<file path="src/rtl/mem_port_arbiter_pkg.sv">
// Shared types and constants for the fetch/load-store memory port arbiter.
// Holds the state encoding, grant owners and watchdog sizing helper.
package mem_port_arbiter_pkg;

  typedef enum logic [1:0] {
    IDLE      = 2'd0,
    BUSY_INST = 2'd1,
    BUSY_DATA = 2'd2
  } state_e;

  localparam logic INST = 1'b0;
  localparam logic DATA = 1'b1;

  localparam int unsigned DEF_TIMEOUT_CYCLES = 255;

  // Counter must reach TIMEOUT_CYCLES-1; keep at least one bit.
  function automatic int unsigned cnt_width(input int unsigned t);
    return (t > 1) ? $clog2(t) : 1;
  endfunction

endpackage

</file>
<file path="src/rtl/mem_port_arbiter_rr_arbiter2.sv">
// Two-requester round-robin picker owning the last-grant register.
// Grants only when enabled; a tie goes to the side not served last.
module rr_arbiter2
  import mem_port_arbiter_pkg::*;
(
  input  logic clk,
  input  logic reset,
  input  logic en_i,
  input  logic req_inst_i,
  input  logic req_data_i,
  output logic gnt_o,
  output logic owner_o
);

  logic last_q;
  logic last_d;

  always_comb begin
    gnt_o   = 1'b0;
    owner_o = INST;
    last_d  = last_q;
    if (en_i) begin
      unique case ({req_data_i, req_inst_i})
        2'b01: begin
          gnt_o   = 1'b1;
          owner_o = INST;
        end
        2'b10: begin
          gnt_o   = 1'b1;
          owner_o = DATA;
        end
        2'b11: begin
          gnt_o   = 1'b1;
          owner_o = ~last_q;
        end
        default: begin
          gnt_o   = 1'b0;
          owner_o = INST;
        end
      endcase
      if (gnt_o) begin
        last_d = owner_o;
      end
    end
  end

  always_ff @(posedge clk) begin
    if (!reset) begin
      last_q <= INST;
    end else begin
      last_q <= last_d;
    end
  end

endmodule

</file>
<file path="src/rtl/mem_port_arbiter.sv">
// Shares one variable-latency memory port between fetch and load/store.
// One transaction at a time, round-robin on conflict, sticky watchdog.
module mem_port_arbiter
  import mem_port_arbiter_pkg::*;
#(
  parameter int unsigned ADDR_WIDTH     = 32,
  parameter int unsigned DATA_WIDTH     = 32,
  parameter int unsigned TIMEOUT_CYCLES = DEF_TIMEOUT_CYCLES
) (
  input  logic                    clk,
  input  logic                    reset,
  input  logic                    ip_inst_req,
  input  logic [ADDR_WIDTH-1:0]   ip_inst_addr,
  output logic                    op_inst_valid,
  output logic [DATA_WIDTH-1:0]   op_inst_data,
  input  logic                    ip_data_rd,
  input  logic                    ip_data_wr,
  input  logic [ADDR_WIDTH-1:0]   ip_data_addr,
  input  logic [DATA_WIDTH/8-1:0] ip_data_mask,
  input  logic [DATA_WIDTH-1:0]   ip_data_wdata,
  output logic                    op_data_valid,
  output logic [DATA_WIDTH-1:0]   op_data_rdata,
  output logic                    op_mem_req,
  output logic                    op_mem_wr,
  output logic [ADDR_WIDTH-1:0]   op_mem_addr,
  output logic [DATA_WIDTH/8-1:0] op_mem_mask,
  output logic [DATA_WIDTH-1:0]   op_mem_wdata,
  input  logic                    ip_mem_valid,
  input  logic [DATA_WIDTH-1:0]   ip_mem_rdata,
  output logic                    op_timeout
);

  localparam int unsigned MW = DATA_WIDTH / 8;
  localparam int unsigned CW = cnt_width(TIMEOUT_CYCLES);
  localparam logic [CW-1:0] CNT_LAST =
    (TIMEOUT_CYCLES == 0) ? '0 : CW'(TIMEOUT_CYCLES - 1);
  localparam logic WD_EN = (TIMEOUT_CYCLES != 0);

  state_e                state_q, state_d;
  logic [CW-1:0]         cnt_q, cnt_d;
  logic                  wr_q, wr_d;
  logic [ADDR_WIDTH-1:0] addr_q, addr_d;
  logic [MW-1:0]         mask_q, mask_d;
  logic [DATA_WIDTH-1:0] wdata_q, wdata_d;
  logic                  to_q, to_d;

  logic                  arb_en;
  logic                  gnt;
  logic                  owner;
  logic                  wd_hit;
  logic                  rsp_valid;
  logic [DATA_WIDTH-1:0] rsp_data;

  assign arb_en = (state_q == IDLE);
  assign wd_hit = WD_EN && (cnt_q == CNT_LAST);

  rr_arbiter2 u_rr (
    .clk        (clk),
    .reset      (reset),
    .en_i       (arb_en),
    .req_inst_i (ip_inst_req),
    .req_data_i (ip_data_rd | ip_data_wr),
    .gnt_o      (gnt),
    .owner_o    (owner)
  );

  always_comb begin
    state_d   = state_q;
    cnt_d     = cnt_q;
    wr_d      = wr_q;
    addr_d    = addr_q;
    mask_d    = mask_q;
    wdata_d   = wdata_q;
    to_d      = to_q;
    rsp_valid = 1'b0;
    rsp_data  = '0;
    unique case (state_q)
      IDLE: begin
        if (gnt) begin
          cnt_d = '0;
          if (owner == DATA) begin
            state_d = BUSY_DATA;
            wr_d    = ip_data_wr;
            addr_d  = ip_data_addr;
            mask_d  = ip_data_mask;
            wdata_d = ip_data_wdata;
          end else begin
            state_d = BUSY_INST;
            wr_d    = 1'b0;
            addr_d  = ip_inst_addr;
            mask_d  = '1;
            wdata_d = '0;
          end
        end
      end
      BUSY_INST, BUSY_DATA: begin
        if (ip_mem_valid) begin
          rsp_valid = 1'b1;
          rsp_data  = ip_mem_rdata;
          state_d   = IDLE;
          cnt_d     = '0;
        end else if (wd_hit) begin
          // Abort with a zero word so the core can retire and trap.
          rsp_valid = 1'b1;
          to_d      = 1'b1;
          state_d   = IDLE;
          cnt_d     = '0;
        end else begin
          cnt_d = cnt_q + CW'(1);
        end
      end
      default: begin
        state_d = IDLE;
        cnt_d   = '0;
      end
    endcase
  end

  assign op_inst_valid = rsp_valid && (state_q == BUSY_INST);
  assign op_data_valid = rsp_valid && (state_q == BUSY_DATA);
  assign op_inst_data  = (state_q == BUSY_INST) ? rsp_data : '0;
  assign op_data_rdata = (state_q == BUSY_DATA) ? rsp_data : '0;

  assign op_mem_req   = (state_q != IDLE);
  assign op_mem_wr    = wr_q;
  assign op_mem_addr  = addr_q;
  assign op_mem_mask  = mask_q;
  assign op_mem_wdata = wdata_q;
  assign op_timeout   = to_q;

  always_ff @(posedge clk) begin
    if (!reset) begin
      state_q <= IDLE;
      cnt_q   <= '0;
      wr_q    <= 1'b0;
      addr_q  <= '0;
      mask_q  <= '0;
      wdata_q <= '0;
      to_q    <= 1'b0;
    end else begin
      state_q <= state_d;
      cnt_q   <= cnt_d;
      wr_q    <= wr_d;
      addr_q  <= addr_d;
      mask_q  <= mask_d;
      wdata_q <= wdata_d;
      to_q    <= to_d;
    end
  end

endmodule

</file>
<file path="config.mk">
export PLATFORM = sky130hd
export DESIGN_NAME = mem_port_arbiter
export DESIGN_NICKNAME = d
export VERILOG_FILES = /design/src/rtl/mem_port_arbiter_pkg.sv /design/src/rtl/mem_port_arbiter_rr_arbiter2.sv /design/src/rtl/mem_port_arbiter.sv
export SDC_FILE = /design/constraint.sdc
export NUM_CORES = 1
export LEC_CHECK = 0
export BUFFER_PORTS_ARGS = -buffer_cell sky130_fd_sc_hd__clkbuf_2
export CORE_AREA = 2 2 117 119
export CTS_CLUSTER_DIAMETER = 100
export DETAILED_ROUTE_END_ITERATION = 10
export DIE_AREA = 0 0 119 121
export MAX_ROUTING_LAYER = met4
export PLACE_DENSITY = 0.59
export SYNTH_ARGS = -nofsm -noshare
export SYNTH_HDL_FRONTEND = slang
export SYNTH_SLANG_ARGS = --single-unit
</file>
<file path="constraint.sdc">
create_clock -name clk -period 2.1 [get_ports clk]
set_input_delay 0.105 -clock clk [delete_from_list [all_inputs] [get_ports clk]]
set_output_delay 0.105 -clock clk [all_outputs]
set_load 0.1 [all_outputs]
</file>
==> flow_metrics.py, run 1 <==
metrics = {
    "run_status": {
        "outcome": "complete, no violations",
    },
    "layout": {
        "final_cell_area_um2": 6596,
        "multi_input_area_um2": 1967,
        "final_util": 0.5041,
        "diodes": 0,
        "regArea_um2": 1622,
        "syn_to_final_growth_pct": 75.21,
        "fillerInstances": 1228,
        "drive_gt1_frac": 0.4647,
        "nNetsFinal": 818,
    },
    "detailed_routing": {
        "finalWirelength_um": 13440,
        "vias": 4064,
        "route.detailed.drc": 0,
        "wire_per_inst_um": 15.70,
        "vias_per_cell": 4.748,
        "drt_iter0_markers": 114,
        "dr.pass1.iters": 4,
        "final_antenna_net_count": 0,
    },
    "clock_network": {
        "cts_tree": "yes",
        "clock_latency_ns": 0.34,
        "clk_pin_slew_ns": 0.07,
        "clk_path_buf_depth": 2,
        "clkSinkCount": 81,
        "cts_max_level": 3,
        "cts_buffers": 9,
        "postCtsSetupRepairBufs": 0,
        "root_buffer": "clkbuf_16",
    },
    "yosys": {
        "seq_area_frac_synth": 0.4307,
        "synthTopCellsByCount": "dfxtp_1, and2_1, nand2_1",
        "synth_area_um2": 3765,
        "synth_edf_count": 0,
        "synthesis.area_per_instance_um2": 9.072,
        "ys_warn_count": 0,
        "synth_cells": 415,
        "synth-seq-cells": 81,
        "synth_top_area_cell": "dfxtp_1",
        "async_flop_share": 0,
        "ys_types": 36,
        "syn_nets": 558,
        "ys.flop_type": "dfxtp_1",
        "yosys.area.top_type_share": 0.4307,
        "synth_area_leaders": "dfxtp_1, and2_1, o221ai_1",
        "synth_most_common_cell": "dfxtp_1",
    },
    "critical_path": {
        "rr_startpoint": "state_q[0]",
        "critical_path_arrival_ns": 1.88,
        "startpoint_type": "flip-flop",
        "endpoint_kind": "primary output",
        "crit_type": "reg -> out",
        "worst_ep_required_time_ns": 2.00,
        "worst_r2r_path_depth": 6,
        "reg2reg_slack_ns": 0.34,
        "cp_max_fo": 4,
        "r2r_end": "cnt_q[4]",
    },
    "floorplanning": {
        "core-area_um2": 13090,
        "dieWidth_um": 119,
        "fp.dieH_um": 121,
        "die_area_um2": 14400,
        "ios": 275,
        "initial_core_util": 0.2877,
        "rows": 42,
    },
    "grt": {
        "grt_pass1_vias": 3951,
        "met3_usage": 0.04417,
        "antenna_found_initial": 0,
        "globalRoute.busiestLayer": "met2",
        "grt_overflow": 0,
        "grt_pass1_wl_um": 21010,
        "globalRouteMet1Util": 0.2079,
        "grtUsageTotal": 0.1881,
        "met2_usage": 0.3423,
        "grt_max_degree": 53,
    },
    "power_and_ir_drop": {
        "leakage_nw": 2.933,
        "ir_drop_mv": 0.5178,
        "p_per_area_nw_per_um2": 975.0,
    },
    "sta": {
        "slew_violations": 0,
        "rsz0062_at_grt": "false",
        "min_period_ns": 1.981,
        "finalHoldViolations": 0,
        "setup-violations-final": 0,
        "fin_crit_sh": 0.9432,
        "finClkSkew_ns": 0.01052,
        "fmax_mhz": 504.9,
        "relSlewSlack": 0.6243,
        "tightestPinTransition_ns": 0.5660,
    },
    "hold_path": {
        "hold_end": "op_mem_wdata[26]",
        "holdCritStartpoint": "ip_data_wdata[26]",
        "min_delay_path_depth": 3,
        "min_path_type": "in -> reg",
    },
    "place": {
        "port_buffers": 274,
        "gp_congestion": 0.8571,
        "placed_cell_area_um2": 6275,
        "post-dp-hpwl_um": 10750,
    },
    "run": {
        "maxCapViolCount": 0,
    },
}
==> worst max path at each step <==
stage / start / to / slack, ns
6_report: cnt_q[3] / op_inst_valid / 0.12
3_3_place_gp: state_q[0] / op_inst_data[31] / 0.39
2_1_floorplan: cnt_q[3] / op_data_valid / -0.12
3_5_place_dp: state_q[0] / cnt_q[4] / 0.35
5_1_grt: state_q[0] / op_data_rdata[20] / 0.009
4_1_cts: state_q[0] / op_inst_data[31] / 0.05
==> registers in the layout (all words and copies together) (netlist names) <==
signal	flops
op_mem_addr	32
op_mem_wdata	32
cnt_q	8
op_mem_mask	4
state_q	2
op_mem_wr	1
op_timeout	1
u_rr.last_q	1
==> cell usage in the layout, fill, tap and decap left out, types with 14 or more instances in the layout <==
cell type,n
a22oi_1,33
dfxtp_1,81
a21boi_0,25
buf_12,69
o221ai_1,32
and2_1,59
nor2b_1,33
nand2_1,39
nor2_1,14
clkbuf_2,209
==> through the flow <==
stage               std cells  hold WS, ns  TNS (ns)  setup WS, ns  power [mW]
floorplan                 415       0.2897   -0.2450       -0.1225       4.279
global placement          840       0.3776         0        0.3914       4.934
detailed placement        840       0.3878         0        0.3512       4.984
CTS                       856      0.03694         0       0.04638       6.499
global route              856      0.04298         0      0.008591       6.710
finish                    856      0.04692         0        0.1193       6.431
==> where the power goes <==
group	internal (mW)	leakage, nW	switching (mW)
combinational	0.688	2.12	2.39
clock	0.826	0.143	0.663
sequential	1.75	0.667	0.118
total	3.26	2.93	3.17
==> timing repair <==
action,CTS,global route
gates resized for setup,1,10
endpoints found under the setup margin,2,43
hold buffers,0,0
endpoints found under the hold margin,0,0
cloned,0,0
==> routing by layer <==
metal / wire, um / up-vias
li1: - / 1991
met1: 5419 / 1877
met2: 7022 / 190
met3: 896 / 6
met4: 102 / 0
met5: 0 / -
==> logic make-up (layout without fill, tap and decap cells) <==
family,count (synthesis),count (layout),synth area share
compound gates,111,111,0.2366
xor+xnor,6,6,0.01396
fa+ha+maj,5,5,0.01662
buf+inv,42,307,0.05251
flops,81,81,0.4307
simple gates,170,170,0.2496
==> layout make-up <==
type / count / share of cell area
multi-input combinational: 292 / 0.2982
tap: 176 / 0.03338
inverter: 6 / 0.003414
sequential: 81 / 0.2458
timing repair buffer: 285 / 0.3759
clock buffer: 9 / 0.03414
clock inverter: 7 / 0.009105
==> critical path, stage by stage, from the launching register on <==
cell      delay [ns]
dfxtp_1         0.39
and4_1          0.26
and4_1          0.22
o21ai_0         0.10
nor2_1          0.11
clkbuf_2        0.47
(Power assumes the default switching activity.)
==> inputs of run 2 (changes only) <==
PLACE_DENSITY = not set   (was 0.59)
==> flow_metrics.py, run 2 (same netlist as run 1, synthesis figures left out) <==
metrics = {
    "run_status": {
        "outcome": "complete, no violations",
    },
    "sta": {
        "finalHoldViolations": 0,
        "relSlewSlack": 0.5810,
        "setup-violations-final": 0,
        "finClkSkew_ns": 0.005862,
        "slew_violations": 0,
        "fin_crit_sh": 0.9641,
        "fmax_mhz": 493.9,
        "rsz0062_at_grt": "true",
        "final.setup.worst_slack_ns": 0.07531,
        "tightestPinTransition_ns": 0.6285,
        "min_period_ns": 2.025,
    },
    "place": {
        "post-dp-hpwl_um": 11070,
        "dp_cells": 838,
        "gp_congestion": 0.8413,
        "port_buffers": 274,
        "pre_cts_slack_ns": 0.3421,
    },
    "layout": {
        "most-common-layout-cells": "clkbuf_2, dfxtp_1, buf_12",
        "layout_commonest_cell": "clkbuf_2",
        "final_cells": 854,
        "final_util": 0.5055,
        "diodes": 0,
        "multi_input_area_um2": 1957,
        "fillerInstances": 1212,
        "syn_to_final_growth_pct": 75.71,
        "drive_gt1_frac": 0.4558,
        "regArea_um2": 1622,
        "nNetsFinal": 816,
    },
    "clock_network": {
        "root_buffer": "clkbuf_16",
        "postCtsHoldBufs": 0,
        "cts_max_level": 3,
        "clk_pin_slew_ns": 0.06,
        "clk_path_buf_depth": 2,
        "clkSinkCount": 81,
        "postCtsSetupRepairBufs": 0,
        "clock_latency_ns": 0.34,
        "cts_tree": "yes",
        "cts_buffers": 9,
    },
    "critical_path": {
        "startpoint_type": "flip-flop",
        "endpoint_kind": "primary output",
        "crit_type": "reg -> out",
        "cp_max_fo": 32,
        "critical_path_arrival_ns": 1.92,
        "worst_ep_required_time_ns": 2.00,
    },
    "floorplanning": {
        "core-area_um2": 13090,
        "dieWidth_um": 119,
        "fp.dieH_um": 121,
        "rows": 42,
        "initial_core_util": 0.2877,
        "ios": 275,
        "die_area_um2": 14400,
    },
    "grt": {
        "antenna_found_initial": 0,
        "grtUsageTotal": 0.1978,
        "grt_pass1_vias": 4008,
        "grt_pass1_wl_um": 21360,
        "grt_max_degree": 66,
        "grt_overflow": 0,
    },
    "power_and_ir_drop": {
        "ir_drop_mv": 0.6581,
        "leakage_nw": 2.936,
        "total_power_mw": 6.738,
        "p_per_area_nw_per_um2": 1019,
    },
    "detailed_routing": {
        "vias": 4119,
        "drt_iter0_markers": 133,
        "wire_per_inst_um": 16.41,
        "finalWirelength_um": 14010,
        "route.detailed.drc": 0,
        "dr.pass1.iters": 4,
        "vias_per_cell": 4.823,
        "final_antenna_net_count": 0,
    },
    "run": {
        "maxCapViolCount": 0,
    },
    "hold_path": {
        "min_path_type": "in -> reg",
    },
}
==> run 2: cell count changes in the layout (fill, tap and decap cells not counted), moves of 2 or more <==
cell / before / now
and2_1: 59 / 63
and2_4: 4 / 0
buf_12: 69 / 67
buf_4: 7 / 4
bufinv_16: 0 / 3
inv_6: 4 / 0
==> run 2: layout make-up <==
class | count | area share
multi-input combinational | 292 | 0.2958
sequential | 81 | 0.2451
clock buffer | 11 | 0.03669
clock inverter | 5 | 0.01551
timing repair buffer | 283 | 0.3702
tap | 176 | 0.03329
inverter | 6 | 0.003405
==> run 2: through the flow <==
step	hold WS (ns)	cell area [um^2]	TNS (ns)
floorplan	0.2897	3765	-0.2450
global placement	0.3749	6257	0
detailed placement	0.3935	6257	0
CTS	0.02301	6606	0
global route	0.04331	6615	-0.1481
finish	0.03997	6615	0
==> run 2: where the power goes <==
group | switching (mW) | internal (mW) | total [mW]
clock | 0.611 | 1.19 | 1.80
sequential | 0.116 | 1.75 | 1.87
combinational | 2.40 | 0.672 | 3.07
==> run 2: timing repair <==
item / 4_1_cts / 5_1_grt
endpoints found under the hold margin: 0 / 0
resized for setup: 1 / 3
setup endpoints to repair: 5 / 40
pin swaps: 0 / 0
==> run 2: worst paths after layout <==
kind / start / end / slack, ns / depth (start not counted)
setup reg to reg: state_q[0] / cnt_q[4] / 0.33 / 6
setup / recovery: state_q[0] / op_inst_data[4] / 0.08 / 6
hold / removal: ip_data_wdata[7] / op_mem_wdata[7] / 0.04 / 3
hold reg to reg: op_mem_addr[0] / op_mem_addr[0] / 0.45 / 2
==> run 2: worst max-delay path, cell delays in order (launching register included) <==
cell and delay (ns):
dfxtp_1 0.35, inv_1 0.07, ha_1 0.33, and3_1 0.20, buf_8 0.19, and2_1 0.24, buf_12 0.20
==> run 2: per-layer routing <==
metal,vias to the layer above,track usage,share of wire
met2,205,0.3337,0.49
met5,-,-,0
met3,23,0.04464,0.074
li1,1977,-,-
met1,1914,0.2290,0.41
met4,0,0.07887,0.021
